## config.mk

```make
export PLATFORM = sky130hd
export DESIGN_NAME = adc_capture_frontend
export DESIGN_NICKNAME = d
export VERILOG_FILES = /design/src/rtl/adc_capture_frontend_pkg.sv /design/src/rtl/adc_capture_frontend_sync_fifo.sv /design/src/rtl/adc_capture_frontend.sv
export SDC_FILE = /design/constraint.sdc
export NUM_CORES = 1
export LEC_CHECK = 0
export CAP_MARGIN = 20
export CORE_UTILIZATION = 40
export DETAILED_ROUTE_END_ITERATION = 10
export GPL_ROUTABILITY_DRIVEN = 0
export PLACE_DENSITY_LB_ADDON = 0.25
export SLEW_MARGIN = 20
export SYNTH_ARGS = -nofsm -noshare
export SYNTH_HDL_FRONTEND = slang
export SYNTH_SLANG_ARGS = --single-unit
```

## constraint.sdc

```tcl
create_clock -name clock -period 3.85 [get_ports clock]
set_input_delay 1.155 -clock clock [delete_from_list [all_inputs] [get_ports clock]]
set_output_delay 1.155 -clock clock [all_outputs]
set_load 0.02 [all_outputs]
```

## src/rtl/adc_capture_frontend_pkg.sv

```systemverilog
// ---------------------------------------------------------------------------
// adc_capture_pkg : shared types and the round-robin channel search
// Rev 1.0
// ---------------------------------------------------------------------------
`default_nettype none

package adc_capture_pkg;

  localparam int MAX_CH     = 16;
  localparam int DEF_DATA_W = 8;
  localparam int DEF_NUM_CH = 2;

  function automatic int ch_width(input int n);
    return (n > 1) ? $clog2(n) : 1;
  endfunction

  localparam int CH_W = ch_width(DEF_NUM_CH);

  typedef struct packed {
    logic [CH_W-1:0]       ch;
    logic [DEF_DATA_W-1:0] data;
  } sample_t;

  // Next set bit of mask strictly after cur, wrapping; cur=num_ch-1 yields the lowest set bit.
  function automatic logic [3:0] next_ch(input logic [MAX_CH-1:0] mask,
                                         input logic [3:0]        cur,
                                         input int                num_ch);
    logic [3:0] res;
    logic       found;
    int         idx;
    res   = cur;
    found = 1'b0;
    for (int i = 1; i <= MAX_CH; i++) begin
      idx = (int'(cur) + i) % num_ch;
      if (!found && (i <= num_ch) && mask[idx[3:0]]) begin
        res   = idx[3:0];
        found = 1'b1;
      end
    end
    return res;
  endfunction

endpackage

`default_nettype wire

```

## src/rtl/adc_capture_frontend_sync_fifo.sv

```systemverilog
// ---------------------------------------------------------------------------
// sync_fifo : first-word fall-through FIFO, accepts a push when full if a pop
//             happens in the same cycle
// Rev 1.0
// ---------------------------------------------------------------------------
`default_nettype none

module sync_fifo #(
  parameter int WIDTH = 9,
  parameter int DEPTH = 8
) (
  input  logic             clock,
  input  logic             reset,
  input  logic             push,
  input  logic [WIDTH-1:0] push_data,
  output logic             push_accept,
  output logic             pop_valid,
  input  logic             pop_ready,
  output logic [WIDTH-1:0] pop_data
);

  localparam int AW = (DEPTH > 1) ? $clog2(DEPTH) : 1;

  logic [WIDTH-1:0] r_mem [DEPTH];
  logic [AW-1:0]    r_rd_ptr;
  logic [AW-1:0]    r_wr_ptr;
  logic [AW:0]      r_count;
  logic             w_pop;

  assign pop_valid   = (r_count != '0);
  assign w_pop       = pop_valid && pop_ready;
  assign push_accept = push && ((r_count < (AW+1)'(DEPTH)) || w_pop);
  assign pop_data    = pop_valid ? r_mem[r_rd_ptr] : '0;

  always_ff @(posedge clock) begin
    if (reset) begin
      r_rd_ptr <= '0;
      r_wr_ptr <= '0;
      r_count  <= '0;
    end else begin
      if (push_accept) r_wr_ptr <= r_wr_ptr + AW'(1);
      if (w_pop)       r_rd_ptr <= r_rd_ptr + AW'(1);
      case ({push_accept, w_pop})
        2'b10:   r_count <= r_count + (AW+1)'(1);
        2'b01:   r_count <= r_count - (AW+1)'(1);
        default: r_count <= r_count;
      endcase
    end
  end

  always_ff @(posedge clock) begin
    if (push_accept) r_mem[r_wr_ptr] <= push_data;
  end

endmodule

`default_nettype wire

```

## src/rtl/adc_capture_frontend.sv

```systemverilog
// ---------------------------------------------------------------------------
// adc_capture_frontend : ADC clock divider, round-robin channel sequencer,
//                        sample FIFO and sticky overflow flag
// Rev 1.0
// ---------------------------------------------------------------------------
`default_nettype none

module adc_capture_frontend
  import adc_capture_pkg::*;
#(
  parameter int DATA_W = 8,
  parameter int NUM_CH = 2,
  parameter int DEPTH  = 8,
  parameter int DIV_W  = 8
) (
  input  logic                          clock,
  input  logic                          reset,
  input  logic                          cfg_enable,
  input  logic [DIV_W-1:0]              cfg_div,
  input  logic [NUM_CH-1:0]             cfg_ch_mask,
  output logic                          adc_clock,
  output logic [ch_width(NUM_CH)-1:0]   adc_sel,
  input  logic [DATA_W-1:0]             adc_data,
  output logic                          out_valid,
  input  logic                          out_ready,
  output logic [DATA_W-1:0]             out_data,
  output logic [ch_width(NUM_CH)-1:0]   out_ch,
  output logic                          overflow,
  input  logic                          overflow_clear
);

  localparam int SEL_W = ch_width(NUM_CH);
  localparam int W     = SEL_W + DATA_W;

  logic             r_running;
  logic [DIV_W-1:0] r_div_cnt;
  logic [DIV_W-1:0] r_div_lat;
  logic             w_run;
  logic             w_tick;
  logic             w_sample;
  logic             w_accept;
  logic [W-1:0]     w_head;
  logic [SEL_W-1:0] w_first_ch;
  logic [SEL_W-1:0] w_next_ch;

  assign w_run      = cfg_enable && (cfg_ch_mask != '0);
  assign w_tick     = r_running && w_run && (r_div_cnt == r_div_lat);
  assign w_sample   = w_tick && adc_clock;
  assign w_first_ch = SEL_W'(next_ch(MAX_CH'(cfg_ch_mask), 4'(NUM_CH - 1), NUM_CH));
  assign w_next_ch  = SEL_W'(next_ch(MAX_CH'(cfg_ch_mask), 4'(adc_sel), NUM_CH));

  always_ff @(posedge clock) begin
    if (reset) begin
      r_running <= 1'b0;
      r_div_cnt <= '0;
      r_div_lat <= '0;
      adc_clock <= 1'b0;
      adc_sel   <= '0;
      overflow  <= 1'b0;
    end else begin
      if (!w_run) begin
        r_running <= 1'b0;
        r_div_cnt <= '0;
        adc_clock <= 1'b0;
      end else if (!r_running) begin
        r_running <= 1'b1;
        r_div_cnt <= '0;
        r_div_lat <= cfg_div;
        adc_sel   <= w_first_ch;
      end else if (w_tick) begin
        r_div_cnt <= '0;
        adc_clock <= !adc_clock;
        // Falling edge: sample taken, next period's half-length latched.
        if (adc_clock) begin
          r_div_lat <= cfg_div;
          adc_sel   <= w_next_ch;
        end
      end else begin
        r_div_cnt <= r_div_cnt + DIV_W'(1);
      end

      if (w_sample && !w_accept) overflow <= 1'b1;
      else if (overflow_clear)   overflow <= 1'b0;
    end
  end

  sync_fifo #(
    .WIDTH (W),
    .DEPTH (DEPTH)
  ) u_fifo (
    .clock       (clock),
    .reset       (reset),
    .push        (w_sample),
    .push_data   ({adc_sel, adc_data}),
    .push_accept (w_accept),
    .pop_valid   (out_valid),
    .pop_ready   (out_ready),
    .pop_data    (w_head)
  );

  assign out_ch   = w_head[W-1 -: SEL_W];
  assign out_data = w_head[DATA_W-1:0];

endmodule

`default_nettype wire

```

### Word-level counts from Yosys, hierarchy flattened

Memory sizes are Yosys's and may differ from the RTL's. A register that Yosys moved wholly into a read port is not among the register bits.
Index checks and enable logic that the tools add are counted.
Widths: inputs -> output; s select.

| operators by class | value |
|---|---|
| add/subtract/negate cells | 7 |
| order comparisons | 3 |
| equality and inequality tests | 6 |
| mux-type cells | 25 |
| bitwise logic cells | 4 |
| reductions and logical operators | 23 |

Operators with widths:

| cell | count |
|---|---|
| $mux 8 | 3 |
| $mux 1 | 16 |
| $lt 4x5->1 const B | 2 |
| $logic_and 1x1->1 | 9 |
| $mux 9 | 1 |
| $add 8x1->8 const B | 1 |
| $eq 8x8->1 | 1 |
| $pmux 4 s2 | 1 |
| $add 3x1->3 const B | 2 |
| $mux 3 | 2 |
| $reduce_bool 2->1 | 3 |
| $add 4x1->4 const B | 1 |
| $bmux 1 s2 | 2 |
| $logic_not 1->1 | 4 |
| $lt 4x4->1 const B | 1 |
| $reduce_and 4->1 | 1 |
| $reduce_bool 4->1 | 1 |
| $reduce_or 4->1 | 1 |
| $sub 4x1->4 const B | 1 |
| $ne 3x1->1 const B | 1 |
| $reduce_and 3->1 | 1 |
| $add 1x1->1 const B | 2 |
| $and 1x1->1 const A | 2 |
| $eq 2x1->1 const B | 1 |
| 7 further kinds | 8 |

| word-level totals | value |
|---|---|
| register bits after elaboration | 30 |
| memory bits (writable) | 72 |
| bits of input ports | 23 |
| output and inout bits | 13 |
| word-level logic and storage cells | 78 |
| memories | 1 |

Memory list:

| memory | depth | bits a word | rd ports | clocked after Yosys merged registers in | wr ports | RTL line | RTL |
|---|---|---|---|---|---|---|---|
| u_fifo.r_mem | 8 | 9 | 1 | 1 | 1 | adc_capture_frontend_sync_fifo.sv:24 | `logic [WIDTH-1:0] r_mem [DEPTH];` |

### Longest topological paths before layout

| depth | value |
|---|---|
| depth in word-level cells | 11 |
| gate-level depth with buffers | 12 |
| depth with buffers taken out | 11 |

### Hierarchy

From an unflattened synthesis, not the netlist that was laid out.

| unflattened totals | value |
|---|---|
| cell total of the unflattened synthesis | 295 |
| area, all modules | 4414.2 µm² |

By module, submodules not included:

| module | times used | cells each | area each (µm²) | seq. area each (µm²) |
|---|---|---|---|---|
| sync_fifo | 1 | 189 | 3420.8 | 2422.3 |
| adc_capture_frontend | 1 | 106 | 993.5 | 400.4 |

### Worst setup path before layout

No wires, ideal clock.

| path | value |
|---|---|
| path type | in2reg |
| start | input port cfg_ch_mask[0] |
| end | memory u_fifo.r_mem[0][0], enable pin |
| library setup time | 0.399 ns |
| arrival time | 2.920 ns |
| required time | 3.451 ns |
| path slack | 0.531 ns |
| stages | 5 |
| path buffers | 0 |
| cell sequence | o21a_1 nand3_1 nor4_4 nand2_1 nor4_1 |

| on the way | value |
|---|---|
| word-level cells in the longest chain between the ends | 8 |

RTL lines:

| what | RTL line | RTL |
|---|---|---|
| from (decl) | adc_capture_frontend.sv:20 | `input logic [NUM_CH-1:0] cfg_ch_mask,` |
| $reduce_bool 2->1 | adc_capture_frontend.sv:46 | `assign w_run = cfg_enable && (cfg_ch_mask != '0);` |
| $logic_and 1x1->1 | adc_capture_frontend.sv:46 |  |
| $logic_and 1x1->1 (2 in series) | adc_capture_frontend.sv:47 | `assign w_tick = r_running && w_run && (r_div_cnt == r_div_lat);` |
| $logic_and 1x1->1 | adc_capture_frontend.sv:48 | `assign w_sample = w_tick && adc_clock;` |
| $logic_and 1x1->1 | adc_capture_frontend_sync_fifo.sv:32 | `assign push_accept = push && ((r_count < (AW+1)'(DEPTH)) \|\| w_pop);` |
| $mux 1 | adc_capture_frontend_sync_fifo.sv:52 | `if (push_accept) r_mem[r_wr_ptr] <= push_data;` |
| $mux 1 (implied by the code) | adc_capture_frontend_sync_fifo.sv:52 |  |
| to (decl) | adc_capture_frontend_sync_fifo.sv:24 |  |

No other way between the ends.

==> out/metrics.cfg <==
[yosys]
ys_seq_area_share_pct = 65.51
syn_nets = 323
yosys_register_bits = 105
avgSynthCellArea_um2 = 14.66
synthCells = 294
synth_area_um2 = 4309
yosysWarnings = 0
synth_cell_types = 35

[clock_network]
clk_pin_slew_ps = 100
cts.path.max_buffers = 2
hold_buffers = 0
cts_tree = yes
clk_latency_ps = 370
post_cts_buffers = 0
cts-resized-gates = 0
cts.sinks = 105
cts-buffers-inserted = 9
ctsRootBufferMaster = clkbuf_8
cts_max_level = 3

[placement]
post-place-ws_ps = 196.4
place_inst = 470
hpwlAfterDp_um = 4875
port_buffers = 35

[sta]
whs_ps = 476.8
fin_crit_sh_pct = 90.35
timing.final.ws_setup_ps = 371.5
report.final.hold_viol_count = 0
relSlewSlack_pct = 56.29
grt_setup_unrepaired = false
fin_crit_ps = 3478
fmax_mhz = 287.5
setup_violations = 0
tightest_slew_ps = 654.8
finClkSkew_ps = 13.81
slew_violations = 0
fin_tns_setup_ps = 0

[detailed_routing]
drtIter0Drc = 82
viasPerCell = 4.903
routedWlPerCell_um = 15.54
wirelength_um = 7553
first_pass_iters = 4
route.detailed.drc = 0
drtAntennaViolNets = 0
via_count = 2383

[finish]
final_common_cell = edfxtp_1
mostFrequentLayoutCells = 72 x edfxtp_1, 35 x clkdlybuf4s50_1, 33 x dfxtp_1
diodes = 0
final_cells = 486
n_fill_cell = 933
layout-drive-gt1-share_pct = 14.57
fin_nets = 374
final_core_util_pct = 48.99
area_growth_pct = 17.89

[outcome]
status = finished clean

[global_routing]
overflow = 0
antenna_found_initial = 0
first_global_vias = 2329
grt_max_degree = 19
grt_pass1_wl_um = 12120
grtUsageTotal_pct = 14.59

[power_and_ir_drop]
powerDensity_nw_per_um2 = 375.1
ir_drop_mv = 0.1589
power.leakage_nw = 1.688

[worst_setup_path]
r2r_slack_ps = 1240
ff2ff_path_depth = 11
rr_startpoint = r_div_cnt[1]
r2r_end = u_fifo.r_count[2]
crit_type = flop to primary output
crit_required_ps = 2690
start_kind = flop
crit_fanout = 18
crit_arrival_ps = 2320
crit_end = out_ch
end_kind = primary output

[floorplanning]
start_util_pct = 41.55
core_area_um2 = 10370
rows = 37
dieWidth_um = 105.8
dieArea_um2 = 11190
num_io_pins = 36
dieHeight_um = 105.8

[hold_path]
hp-class = flop to flop

[job]
maxCapViolations = 0

registers in the layout, indices dropped and copies added, names as in the netlist, named ones only:
signal and count:
adc_clock 1, adc_sel 1, overflow 1, r_div_cnt 8, r_div_lat 8, r_running 1
u_fifo.r_count 4, u_fifo.r_mem 72, u_fifo.r_rd_ptr 3, u_fifo.r_wr_ptr 3
final cells by class:
cell class	count	area (µm²)	share of cell area [%]
clock buffers	10	127.6	2.512
clock inverters	6	47.55	0.9360
inverters	5	18.77	0.3695
flip-flops and latches	105	2823	55.57
multi-input cells	175	1438	28.30
well taps	136	170.2	3.350
repair buffers	49	455.4	8.966
cell usage after synthesis:
library cell,n,area [µm²]
mux2i_1,20,200.2
buf_2,2,10.01
and2_1,1,6.260
buf_1,2,7.510
nand2b_1,7,43.79
a21oi_1,7,35.03
nor4_4,2,42.54
nor2b_1,1,6.260
inv_1,4,15.01
nor4_1,2,12.51
nor2_1,29,108.9
nand4b_1,2,17.52
o31ai_1,1,7.510
a211oi_1,1,7.510
o21bai_1,1,7.510
ha_1,6,75.07
o21a_1,1,7.510
edfxtp_1,72,2162
mux4_2,18,405.4
and3_1,2,12.51
xnor2_1,11,96.34
xor2_1,10,87.58
o211ai_1,1,7.510
nor3_1,5,25.02
nand3b_1,3,22.52
nand3_1,8,40.04
dfxtp_1,33,660.6
clkinv_1,1,3.750
or3_1,1,6.260
o21ai_0,4,20.02
nor2_2,1,6.260
or4_1,1,7.510
clkbuf_1,5,18.77
nand2_1,26,97.59
nand4_1,3,18.77
power breakdown:
| group | internal [mW] | switching [mW] | total, mW |
|---|---|---|---|
| Combinational | 0.0365 | 0.0355 | 0.0720 |
| Clock | 0.244 | 0.373 | 0.617 |
| Sequential | 1.21 | 0.00712 | 1.22 |
| Total | 1.49 | 0.416 | 1.91 |
metrics by stage:
stage	power (mW)	cell area, µm²
detailed placement	1.315	4905
finish	1.906	5080
CTS	1.930	5080
global route	1.981	5080
floorplan	1.273	4309
global placement	1.313	4905
how the worst min path moves through the flow:
stage	cells after the start	end	start	slack (ps)
final	2	overflow	overflow	480
after global routing	2	overflow	overflow	510
after CTS	2	overflow	overflow	480
after detailed placement	2	overflow	overflow	460
after global placement	2	overflow	overflow	460
after floorplan	2	r_div_lat[0]	r_div_lat[0]	450
kinds of logic after synthesis:
group | count (synthesis) | synth area share, %
AOI/OAI and AO/OA | 16 | 2.149
xor gates and xnor gates | 21 | 4.268
adders and majority gates | 6 | 1.742
buffers and inverters | 14 | 1.278
DFF | 105 | 65.51
muxes | 38 | 14.05
and+or+nand+nor | 94 | 11.00
per-layer routing:
layer,GRT usage [%],vias to the layer above,routed length (µm)
met3,4.391,5,260
met4,3.869,0,71
met1,18.35,1142,3520
met2,24.46,46,3700
met5,0,-,0
li1,-,1190,-
critical path: stages, from the launching register on:
cell             delay [ps]
dfxtp_1                 320
buf_4                   330
mux4_2                  550
mux2i_1                 150
nor2_1                   70
clkdlybuf4s50_1         540
No activity file was read; power rests on OpenSTA's default activity.
